$ cat src/rtl/mem_word_dumper.sv
// Streams a block of memory words to the UART transmitter, MSB byte first.
// Optional DUMP_CHECKSUM_EN appends an XOR checksum byte after the data.
module mem_word_dumper #(
  parameter int len_data      = 32,
  parameter int len_addr      = 8,
  parameter int NBIT_DATA_LEN = 8
) (
  input  logic                     clk,
  input  logic                     reset,
  input  logic                     start,
  input  logic [len_addr-1:0]      base_addr,
  input  logic [len_addr-1:0]      num_words,
  output logic                     mem_rd_en,
  output logic [len_addr-1:0]      mem_addr,
  input  logic [len_data-1:0]      mem_data,
  output logic                     tx_start,
  output logic [NBIT_DATA_LEN-1:0] tx_data,
  input  logic                     tx_done_tick,
  output logic                     busy,
  output logic                     done
);

  localparam int BYTES = len_data / NBIT_DATA_LEN;
  localparam int BCW   = (BYTES > 1) ? $clog2(BYTES) : 1;
  localparam logic [BCW-1:0] LAST_BYTE = BCW'(BYTES - 1);

  typedef enum logic [2:0] {
    S_IDLE,
    S_READ,
    S_LOAD,
    S_SEND,
    S_WAIT_TX,
`ifdef DUMP_CHECKSUM_EN
    S_CSUM_SEND,
    S_CSUM_WAIT,
`endif
    S_FIN
  } state_t;

`ifdef DUMP_CHECKSUM_EN
  localparam state_t S_TAIL = S_CSUM_SEND;
`else
  localparam state_t S_TAIL = S_FIN;
`endif

  state_t                     state_q, state_d;
  logic [len_addr-1:0]        addr_q;
  logic [len_addr-1:0]        words_left;
  logic [len_data-1:0]        shift_q;
  logic [BCW-1:0]             byte_cnt;
  logic                       last_byte, last_word;
  logic [NBIT_DATA_LEN-1:0]   top_byte;
`ifdef DUMP_CHECKSUM_EN
  logic [NBIT_DATA_LEN-1:0]   csum_q;
`endif

  assign top_byte  = shift_q[len_data-1 -: NBIT_DATA_LEN];
  assign last_byte = (byte_cnt == LAST_BYTE);
  assign last_word = (words_left == len_addr'(1));
  assign mem_addr  = addr_q;

  always_ff @(posedge clk or negedge reset) begin
    if (!reset) state_q <= S_IDLE;
    else        state_q <= state_d;
  end

  always_comb begin
    state_d   = state_q;
    mem_rd_en = 1'b0;
    tx_start  = 1'b0;
    busy      = 1'b0;
    done      = 1'b0;
    tx_data   = top_byte;
    case (state_q)
      S_IDLE:    if (start) state_d = (num_words == '0) ? S_TAIL : S_READ;
      S_READ: begin
        busy      = 1'b1;
        mem_rd_en = 1'b1;
        state_d   = S_LOAD;
      end
      S_LOAD: begin
        busy    = 1'b1;
        state_d = S_SEND;
      end
      S_SEND: begin
        busy     = 1'b1;
        tx_start = 1'b1;
        state_d  = S_WAIT_TX;
      end
      S_WAIT_TX: begin
        busy = 1'b1;
        if (tx_done_tick) begin
          if (!last_byte)      state_d = S_SEND;
          else if (!last_word) state_d = S_READ;
          else                 state_d = S_TAIL;
        end
      end
`ifdef DUMP_CHECKSUM_EN
      S_CSUM_SEND: begin
        busy     = 1'b1;
        tx_start = 1'b1;
        tx_data  = csum_q;
        state_d  = S_CSUM_WAIT;
      end
      S_CSUM_WAIT: begin
        busy    = 1'b1;
        tx_data = csum_q;
        if (tx_done_tick) state_d = S_FIN;
      end
`endif
      S_FIN: begin
        done    = 1'b1;
        state_d = S_IDLE;
      end
      default: state_d = S_IDLE;
    endcase
  end

  // Address/word bookkeeping advances only when the last byte of a word retires.
  always_ff @(posedge clk or negedge reset) begin
    if (!reset) begin
      addr_q     <= '0;
      words_left <= '0;
      shift_q    <= '0;
      byte_cnt   <= '0;
    end else begin
      case (state_q)
        S_IDLE: if (start) begin
          addr_q     <= base_addr;
          words_left <= num_words;
        end
        S_LOAD: begin
          shift_q  <= mem_data;
          byte_cnt <= '0;
        end
        S_WAIT_TX: if (tx_done_tick) begin
          shift_q  <= shift_q << NBIT_DATA_LEN;
          byte_cnt <= byte_cnt + BCW'(1);
          if (last_byte) begin
            words_left <= words_left - len_addr'(1);
            addr_q     <= addr_q + len_addr'(1);
          end
        end
        default: ;
      endcase
    end
  end

`ifdef DUMP_CHECKSUM_EN
  always_ff @(posedge clk or negedge reset) begin
    if (!reset)                          csum_q <= '0;
    else if (state_q == S_IDLE && start) csum_q <= '0;
    else if (state_q == S_SEND)          csum_q <= csum_q ^ top_byte;
  end
`endif

endmodule

$ cat config.mk
export PLATFORM = sky130hd
export DESIGN_NAME = mem_word_dumper
export DESIGN_NICKNAME = d
export VERILOG_FILES = /design/src/rtl/mem_word_dumper.sv
export SDC_FILE = /design/constraint.sdc
export NUM_CORES = 1
export LEC_CHECK = 0
export BUFFER_PORTS_ARGS = -buffer_cell sky130_fd_sc_hd__buf_2
export CAP_MARGIN = 20
export CORE_MARGIN = 10
export CORE_UTILIZATION = 50
export CTS_BUF_LIST = sky130_fd_sc_hd__clkbuf_16
export CTS_CLUSTER_SIZE = 20
export DETAILED_ROUTE_END_ITERATION = 8
export PLACE_DENSITY_LB_ADDON = 0.25
export SLEW_MARGIN = 5
export SYNTH_ARGS = -nofsm -noshare
export SYNTH_HDL_FRONTEND = slang
export SYNTH_SLANG_ARGS = --single-unit
$ cat constraint.sdc
create_clock -name clk -period 3.8 [get_ports clk]
set_input_delay 0.76 -clock clk [delete_from_list [all_inputs] [get_ports clk]]
set_output_delay 0.76 -clock clk [all_outputs]
set_load 0.05 [all_outputs]
### Word level (Yosys, flattened, before mapping)

Cells that the tools add are included.

| word-level totals | value |
|---|---|
| input port bits | 52 |
| word-level logic and storage cells | 48 |
| bits in registers | 53 |
| output and inout port bits | 20 |

| cells by class | value |
|---|---|
| reductions and logical operators | 8 |
| muxes and demuxes | 22 |
| add/subtract/negate cells | 3 |
| eq/ne operators | 10 |

Operators by type and width:

| kind | count |
|---|---|
| $pmux 32 s2 | 1 |
| $mux 8 | 6 |
| $mux 32 | 1 |
| $pmux 8 s2 | 2 |
| $mux 3 | 5 |
| $pmux 3 s5 | 1 |
| $add 8x1->8 const B | 1 |
| $eq 8x1->1 const B | 1 |
| $logic_not 8->1 | 1 |
| $sub 8x1->8 const B | 1 |
| $eq 3x2->1 const B | 2 |
| $eq 3x3->1 const B | 2 |
| $ne 2x2->1 const B | 3 |
| $mux 1 | 4 |
| $pmux 2 s2 | 1 |
| $reduce_and 2->1 | 2 |
| $reduce_and 4->1 | 1 |
| $reduce_bool 2->1 | 2 |
| $reduce_or 4->1 | 1 |
| $eq 3x1->1 const B | 1 |
| $logic_not 3->1 | 1 |
| $add 2x1->2 const B | 1 |
| $eq 2x2->1 const B | 1 |
| $mux 2 | 1 |

### Longest topological paths before layout

Gate-level depths: netlist of run 1.

| logic depth | value |
|---|---|
| depth in word-level cells | 5 |
| depth in mapped cells | 7 |

### Least setup slack after synthesis of run 1

OpenSTA, ideal clock, no wires.

| path | value |
|---|---|
| kind | reg-to-output |
| start | register state_q[0] |
| end | output port busy |
| cell stages (with the launch flop) | 4 |
| setup slack | 1.652 ns |
| buffers on the path | 1 |
| arrival | 1.388 ns |
| cells stage by stage | dfrtp_1 buf_2 nor2_1 xnor2_1 |

| between the ends | value |
|---|---|
| longest elaborated chain between the ends | 3 |
| elaborated cells on any way between the ends | 6 |
| classes of those cells | 4 x eq/ne; 1 x mux; 1 x reduce/logical |

RTL lines:

| item | RTL line | text |
|---|---|---|
| start: declaration | 46 | `state_t state_q, state_d;` |
| start signal: assignment | 64 | `else state_q <= state_d;` |
| $eq 3x3->1, or another cell as far along | 74 | `case (state_q)` |
| $reduce_or 4->1 (no line) (*) | -- |  |
| $mux 1 (*) | 74 |  |
| end: declaration | 19 | `output logic busy,` |

Mark *: on every way between the ends. The rest lies on a longest branch, timed or not.

### Worst setup path after layout of run 1

| path | value |
|---|---|
| start | register state_q[1] |
| end | output port busy |

Same word-level chain as after synthesis.

==> metrics, run 1 <==
status complete, no violations; total DRC errors in the routed layout 0; setup_tns 0 ns; top post-synthesis cells by area dfrtp_1 48%, mux2i_1 9.0%, o21ai_1 6.3%; Layout Utilization 59.7%; Die W 94.4 um; die area 8910 sq um; reg-to-reg setup timing slack 1.75 ns; initial drt markers 130; VDD IR-drop max 0.000461 V; Synth Warn # 0; Nets 394; asr flop ratio synth 100%; leading cell type by number of instances after synthesis dfrtp_1; Post-Syn Nets 339; Skew-Pair Late Insertion Delay 0.29 ns; GRT Resource Usage Total 15.3%; worst endpoint required time 3.04 ns; post-CTS sizing 0; Post-CTS Repair Setup Buffers 0; hold crit path type in2async; Row Count 27; Area Overhead vs Synth 17.4%; Reg2Reg Depth 5; dpl cells 403; Crit Reg-Reg Endpoint words_left[3]$_DFFE_PN0P_; initial antenna violation count 0; via-per-instance ratio 5.45; GPL Wtd Cong 0.821; CORE AREA 5440 sq um; Ports 72; root buf cell clkbuf_16; Seq/Total Area, Yosys 47.9%; Initial Util 50.9%; crit-path max FO 10; Synth cell types 43; pin count of the biggest net entering global routing 50; RSZ-0062 raised after global routing no; number of synthesized register bits 53; Clock Tree Buf Depth 2; Worst-path clk slew 0.07 ns; Primary FF master, synth dfrtp_1; CP Launch Type flop; final hold viol count 0; critical path type reg2out; clk_skew 0.00559 ns; drt wl/cell 16.0 um; Pre-Repair DR Iteration Count 4; min Tclk post-route 2.29 ns; Setup Viol. Count Final 0; CTS sink cnt 53; die span in y 94.4 um; fin. max-slew vios 0; number of synthesized flops with an enable pin 0; overall power 0.00302 W; final WL 6580 um; total via count in the routed design 2240; endpoint type of the worst setup path primary output; pwr dens 929 nW/um^2; global-route wire length before repair 11100 um; launching point of the worst reg2reg path state_q[2]$_DFFE_PN0P_; final hold slack 0.439 ns; Slew headroom 50.7%; Finished Layout Cells 411; cts bufs inserted 5; IO Port Bufs 71; fmax 436 MHz; Syn Inst Count 283; vias in the first global route 2235; layout cells sized above 1 26.0%; dpl hpwl 4710 um; CTS tree yes; total global routing overflow 0; worst slew pin tran 0.739 ns; post-synth top area cell dfrtp_1; top cell type's share of synthesized area 47.9%; Syn Area/Cell 9.78 sq um; H-tree levels 2; Max-cap violations 0; ANT nets after route 0; Arrival @ worst endpoint 1.53 ns; hold_buf cts 0; Ant. Diodes 0; filler instances 540; Lkg Pwr 1.49 nW; mapped cell area 2770 sq um; Commonest cells post-synth 53 x dfrtp_1, 36 x nand2_1, 35 x o21ai_1; final period utilization 60.3%
==> critical path: stages, from the launching register on <==
cell	delay, ns
dfrtp_1	0.50
nor2_1	0.29
xnor2_1	0.16
buf_2	0.29
==> kinds of logic (layout without fill, tap and decap cells) <==
| family | count (synthesis) | count (layout) | synth area share, % |
|---|---|---|---|
| AO/OA/AOI/OAI | 86 | 86 | 19.1 |
| buffers and inverters | 31 | 87 | 7.05 |
| flip-flops | 53 | 53 | 47.9 |
| AND/OR/NAND/NOR | 83 | 83 | 14.7 |
| multiplexers | 25 | 25 | 9.04 |
| XOR/XNOR | 1 | 1 | 0.317 |
| adder cells (fa/ha/maj) | 4 | 4 | 1.81 |
==> flip-flops by register name (all words and copies together) (netlist names) <==
name / cells
state_q: 3
words_left: 8
mem_addr: 8
shift_q: 32
byte_cnt: 2
==> area by class of cell <==
type / instances / area, sq um / share of cell area [%]
sequential: 53 / 1330 / 40.8
clock buffer: 5 / 125 / 3.85
inverter: 4 / 15.0 / 0.462
clock inverter: 3 / 43.8 / 1.35
timing repair buffer: 75 / 385 / 11.9
multi-input combinational: 199 / 1260 / 38.9
tap: 72 / 90.1 / 2.77
==> cells in the final DEF, fill, tap and decap left out, types with 2 or more instances in the layout <==
master / n
a32oi_1: 2
a21oi_1: 12
and3_1: 4
o22a_1: 2
o21ai_1: 35
and2_1: 2
nor2_1: 16
nor3_1: 3
o22ai_1: 4
nor4_1: 2
o21a_1: 2
a2bb2oi_1: 4
nor2b_1: 2
buf_2: 71
ha_1: 4
o21ai_0: 7
a22o_1: 8
nand3_1: 8
buf_4: 4
mux2i_1: 25
inv_1: 4
clkbuf_16: 5
nand2_1: 36
nand2b_1: 3
dfrtp_1: 53
==> worst max-delay path by stage <==
stage | start | endpoint | cells after the start
2_1_floorplan | state_q[0]$_DFFE_PN0P_ | busy | 3
3_3_place_gp | tx_done_tick | words_left[3]$_DFFE_PN0P_ | 5
3_5_place_dp | tx_done_tick | words_left[3]$_DFFE_PN0P_ | 5
4_1_cts | state_q[1]$_DFFE_PN0P_ | busy | 3
5_1_grt | state_q[0]$_DFFE_PN0P_ | busy | 3
6_report | state_q[1]$_DFFE_PN0P_ | busy | 3
==> routing by layer <==
metal  GRT usage, %  routed length, um
met5              0                  0
met4           4.56                104
met3           3.49                332
met2           23.7               3090
met1           20.8               3050
==> power by group <==
group / internal (W) / leakage (nW) / switching (W)
Combinational: 0.000477 / 0.754 / 0.000952
Sequential: 0.000836 / 0.651 / 0.000228
Clock: 0.000312 / 0.0842 / 0.000214
==> metrics by stage <==
stage	setup WS, ns	cell area, sq um
2_1_floorplan	1.65	2770
6_report	1.51	3250
3_5_place_dp	1.71	3080
3_3_place_gp	1.74	3080
4_1_cts	1.52	3250
5_1_grt	1.42	3250
(Power assumes the default switching activity.)
==> run 2, diff against run 1 <==
--- a/config.mk
+++ b/config.mk
@@ -5,10 +5,11 @@
 export SDC_FILE = /design/constraint.sdc
 export NUM_CORES = 1
 export LEC_CHECK = 0
+export ABC_AREA = 1
 export BUFFER_PORTS_ARGS = -buffer_cell sky130_fd_sc_hd__buf_2
 export CAP_MARGIN = 20
 export CORE_MARGIN = 10
-export CORE_UTILIZATION = 50
+export CORE_UTILIZATION = 49
 export CTS_BUF_LIST = sky130_fd_sc_hd__clkbuf_16
 export CTS_CLUSTER_SIZE = 20
 export DETAILED_ROUTE_END_ITERATION = 8
==> constraint.sdc (replaced) <==
create_clock -name clk -period 1.9 [get_ports clk]
set_input_delay 0.38 -clock clk [delete_from_list [all_inputs] [get_ports clk]]
set_output_delay 0.38 -clock clk [all_outputs]
set_load 0.05 [all_outputs]
==> run 2 against run 1 <==
Combinational power up 130%. Cell area up 9.3%. Utilization down 0.47 points. Worst hold slack worse by 0.36 ns. Wire length up 5.2%. Sequential share of layout area down 3.5 points. Largest cell class is now multi-input gates. Clock skew down 0.0016 ns. Area after synthesis up 10%. Non-clock buffer count up 4.
==> metrics, run 2 <==
H-tree levels 2; Largest register FFs 32; Post-CTS Repair Setup Buffers 0; Slew headroom 61.9%; final period utilization 95.5%; Max-cap violations 0; CP Launch Type flop; crit-path max FO 5; Syn Inst Count 417; initial antenna violation count 0; total via count in the routed design 2684; die area 9770 sq um; final WL 6920 um; CTS tree yes; Ant. Diodes 0; Primary FF master, synth dfrtp_1; total global routing overflow 0; min Tclk post-route 1.82 ns; final hold slack 0.0777 ns; status complete, no violations; Clock Tree Buf Depth 2; total DRC errors in the routed layout 0; Area Overhead vs Synth 16.6%; final hold viol count 0; via-per-instance ratio 4.86; Setup Viol. Count Final 0; dpl hpwl 5040 um; RSZ-0062 raised after global routing no; pin count of the biggest net entering global routing 56; number of synthesized register bits 53; Arrival @ worst endpoint 1.44 ns; hold crit path type in2async; setup_tns 0 ns; Pre-Repair DR Iteration Count 4; most common cell after layout, fill and taps aside nand2_1; layout cells sized above 1 20.8%; top cell type's share of synthesized area 43.5%; global-route wire length before repair 11600 um; root buf cell clkbuf_16; Row Count 28; Post-Syn Nets 473; Synth cell types 24; post-synth top area cell dfrtp_1; filler instances 588; GRT Resource Usage Total 14.1%; fmax 551 MHz; drt wl/cell 12.5 um; Nets 533; critical path type reg2out; Skew-Pair Late Insertion Delay 0.29 ns; initial drt markers 75; CTS sink cnt 53; asr flop ratio synth 100%; post-CTS sizing 0; clk_skew 0.00397 ns; fin. max-slew vios 0; hold_buf cts 0; Commonest cells post-synth 147 x nand2_1, 53 x dfrtp_1, 45 x inv_1; Seq/Total Area, Yosys 43.5%; Layout Utilization 59.3%; Die W 98.9 um; Finished Layout Cells 552; pwr dens 1790 nW/um^2; CORE AREA 5990 sq um; top post-synthesis cells by area dfrtp_1 44%, nand2_1 18%, o21ai_0 5.9%; leading cell type by number of instances after synthesis nand2_1; number of synthesized flops with an enable pin 0; Worst-path clk slew 0.07 ns; worst slew pin tran 0.572 ns; die span in y 98.9 um; vias in the first global route 2584; IO Port Bufs 71; GPL Wtd Cong 0.884; dpl cells 545; Synth Warn # 0; VDD IR-drop max 0.00174 V; cts bufs inserted 5; Syn Area/Cell 7.31 sq um; most frequent cells in the layout 147 x nand2_1, 71 x buf_2, 53 x dfrtp_1; Initial Util 50.9%; largest register by flop count shift_q; Lkg Pwr 1.92 nW; endpoint type of the worst setup path primary output; ANT nets after route 0; Ports 72; worst endpoint required time 1.52 ns; mapped cell area 3050 sq um
run 2: path summary, 6_finish.rpt:
check	start	endpoint	slack, ns	depth (start not counted)
worst max-delay path	state_q[1]$_DFFE_PN0P_	busy	0.08	4
worst min-delay path	reset	shift_q[2]$_DFFE_PN0P_	0.08	1
worst max register to register	state_q[2]$_DFFE_PN0P_	shift_q[6]$_DFFE_PN0P_	0.34	5
worst min register to register	shift_q[28]$_DFFE_PN0P_	shift_q[28]$_DFFE_PN0P_	0.48	2
max in group asynchronous	reset	shift_q[30]$_DFFE_PN0P_	1.28	2
min in group clk	mem_data[4]	shift_q[4]$_DFFE_PN0P_	0.33	3
run 2: area by class of cell:
| type | instances | area [sq um] | share of cell area [%] |
|---|---|---|---|
| repair buffers | 79 | 453 | 12.8 |
| clock buffers | 5 | 125 | 3.52 |
| multi-input cells | 291 | 1340 | 37.6 |
| clock inverters | 2 | 38.8 | 1.09 |
| inverters | 47 | 179 | 5.04 |
| flip-flops and latches | 53 | 1330 | 37.4 |
| well taps | 75 | 93.8 | 2.64 |
run 2: where the power goes:
| part | internal [W] | switching (W) | leakage [nW] | total, W |
|---|---|---|---|---|
| clock network | 0.000620 | 0.000410 | 0.0803 | 0.00103 |
| registers | 0.00168 | 0.000329 | 0.660 | 0.00201 |
| logic | 0.000980 | 0.00234 | 1.18 | 0.00332 |
| total | 0.00328 | 0.00307 | 1.92 | 0.00636 |
run 2: cell families (layout without fill, tap and decap cells):
logic type	Yosys count	count (layout)	share of synthesized area (%)
AND/OR/NAND/NOR	222	222	30.1
buffers and inverters	73	133	12.6
AO/OA/AOI/OAI	65	65	12.1
flip-flops	53	53	43.5
adder cells (fa/ha/maj)	4	4	1.64
run 2: worst max-delay path, cell delays in order, from the launching register on:
cell and delay (ns):
dfrtp_1 0.43, nor2_2 0.21, nand2_1 0.14, nand3_1 0.10, buf_2 0.26
run 2: stage by stage:
stage                     setup WS [ns]  area, sq um  total power [W]
after floorplan                   0.149         3050          0.00481
after global placement            0.426         3390          0.00526
after detailed placement          0.391         3390          0.00534
after CTS                        0.0773         3550          0.00641
after global routing            0.00603         3550          0.00692
final                            0.0846         3550          0.00636
run 2: metal layers:
layer	global-route usage, %	up-vias	part of all wire, %	routed length, um
met5	0	-	0	0
met4	4.74	0	1.5	106
met3	4.40	8	5.3	369
met2	22.0	60	45	3120
met1	18.2	1192	48	3330
li1	-	1424	-	-
==> run 3, diff against run 2 <==
--- a/config.mk
+++ b/config.mk
@@ -8,8 +8,9 @@
 export ABC_AREA = 1
 export BUFFER_PORTS_ARGS = -buffer_cell sky130_fd_sc_hd__buf_2
 export CAP_MARGIN = 20
+export CORE_ASPECT_RATIO = 1.5
 export CORE_MARGIN = 10
-export CORE_UTILIZATION = 49
+export CORE_UTILIZATION = 45
 export CTS_BUF_LIST = sky130_fd_sc_hd__clkbuf_16
 export CTS_CLUSTER_SIZE = 20
 export DETAILED_ROUTE_END_ITERATION = 8
==> run 3 against run 2 <==
Worst hold slack gained 0.0011 ns. Sequential share of layout area is 0.40 points higher. Sequential cell count did not move. Clock skew grew 0.0023 ns. Total power is 2.6% lower. Final cell count rose by 0.18%. Clock power decreased by 15%. First-iteration DRC count grew 2.7%. Highest routed layer unchanged.
==> metrics, run 3 (same netlist as run 2, synthesis figures left out) <==
status complete, no violations; final period utilization 92.7%; largest register by flop count shift_q; die span in y 121 um; slowest cell delay on critical path 0.43 ns; Lkg Pwr 1.90 nW; Finished Layout Cells 553; critical-path cell list nor2_2, nand2_1, nand3_1, clkbuf_4; RSZ-0062 raised after global routing no; setup_tns 0 ns; Max-cap violations 0; drt wl/cell 13.0 um; root buf cell clkbuf_16; worst slew pin tran 0.373 ns; layout cells sized above 1 20.5%; hold_buf cts 0; final WL 7200 um; cell family with most CP delay simple AND/OR/NAND/NOR gates; Row Count 36; CP Launch Type flop; global-route wire length before repair 12300 um; initial drt markers 77; dpl cells 545; vias in the first global route 2668; critical path type reg2out; Layout Utilization 53.8%; Skew-Pair Late Insertion Delay 0.28 ns; pre-CTS setup slack 0.385 ns; filler instances 660; Setup crit start state_q[1]$_DFFE_PN0P_; Die W 87.2 um; PnR worst setup slack 0.139 ns; via-per-instance ratio 4.90; reg-to-reg setup timing slack 0.37 ns; cts bufs inserted 5; Initial Util 46.6%; H-tree levels 2; Pre-Repair DR Iteration Count 4; Arrival @ worst endpoint 1.38 ns; GRT Resource Usage Total 14.0%; Reg2Reg Depth 6; ANT nets after route 0; min Tclk post-route 1.76 ns; total DRC errors in the routed layout 0; clk_skew 0.00631 ns; final hold viol count 0; CORE AREA 6530 sq um; pwr dens 1760 nW/um^2; CTS sink cnt 53; Largest register FFs 32; Stages on worst setup path 4; Area Overhead vs Synth 15.3%; Nets 532; most common cell after layout, fill and taps aside nand2_1; CTS tree yes; IO Port Bufs 71; crit-path max FO 5; fmax 568 MHz; total via count in the routed design 2711; Slew headroom 75.1%; Post-CTS Repair Setup Buffers 0; Worst-path clk slew 0.07 ns; CP bufs+invs 1; Ant. Diodes 0; worst endpoint required time 1.52 ns; Ports 72; CP max stage cell dfrtp_1; die area 10500 sq um; endpoint type of the worst setup path primary output; Clock Tree Buf Depth 2; fin. max-slew vios 0; hold crit path type in2async; most frequent cells in the layout 147 x nand2_1, 70 x buf_2, 53 x dfrtp_1; pin count of the biggest net entering global routing 56; dpl hpwl 5390 um; GPL Wtd Cong 0.856; Worst Setup EP busy; Setup Viol. Count Final 0; total global routing overflow 0; launching point of the worst reg2reg path state_q[2]$_DFFE_PN0P_; initial antenna violation count 0; Crit Reg-Reg Endpoint shift_q[29]$_DFFE_PN0P_; VDD IR-drop max 0.000716 V
[run 3: cell count changes in the layout (fill, tap and decap cells not counted)]
cell,before,now
clkinv_1,0,1
bufinv_16,1,0
clkbuf_4,0,1
inv_6,1,0
buf_2,71,70
buf_12,3,2
clkinv_4,0,1
clkinv_2,0,1
[run 3: layout make-up]
class	count	area (sq um)	share of cell area [%]
clock buffers	5	125	3.56
clock inverters	3	17.5	0.499
inverters	47	179	5.09
multi-input cells	291	1340	38.0
flip-flops and latches	53	1330	37.7
well taps	76	95.1	2.71
repair buffers	78	435	12.4
[run 3: worst register-to-register path, stage by stage, from the launching register on]
cell and delay (ns):
dfrtp_1 0.42, inv_1 0.15, nand3_1 0.18, nand2_2 0.28
buf_4 0.26, o211ai_1 0.12, nand2_1 0.08
[run 3: how the worst min path moves through the flow]
stage                     start                 endpoint  slack (ns)  cells after the start
after floorplan           reset  byte_cnt[0]$_DFFE_PN0P_        0.08                      0
after global placement    reset  mem_addr[6]$_DFFE_PN0P_        0.40                      2
after detailed placement  reset  mem_addr[6]$_DFFE_PN0P_        0.40                      2
after CTS                 reset  shift_q[27]$_DFFE_PN0P_        0.09                      2
after global routing      reset  mem_addr[6]$_DFFE_PN0P_         0.1                      2
final                     reset  mem_addr[6]$_DFFE_PN0P_        0.08                      2
[run 3: per-layer routing]
metal | global-route usage, % | part of all wire [%]
met3 | 4.37 | 5.9
met4 | 3.40 | 1.1
met5 | 0 | 0
met1 | 15.8 | 41
met2 | 24.6 | 52
[run 3: metrics by stage]
stage	hold slack (ns)	cell area [sq um]	total power, W
final	0.0789	3510	0.00619
after global placement	0.398	3370	0.00527
after detailed placement	0.401	3370	0.00536
after CTS	0.0946	3510	0.00627
after floorplan	0.0844	3050	0.00481
after global routing	0.0963	3510	0.00680
[run 3: what timing repair did]
item,4_1_cts,5_1_grt
endpoints found under the hold margin,0,0
endpoints found under the setup margin,0,1
resized for setup,0,1
[run 3: power breakdown]
part / total, W / switching, W / internal [W]
Sequential: 0.00203 / 0.000344 / 0.00168
Combinational: 0.00329 / 0.00233 / 0.000955
Clock: 0.000876 / 0.000392 / 0.000484
Total: 0.00619 / 0.00307 / 0.00312
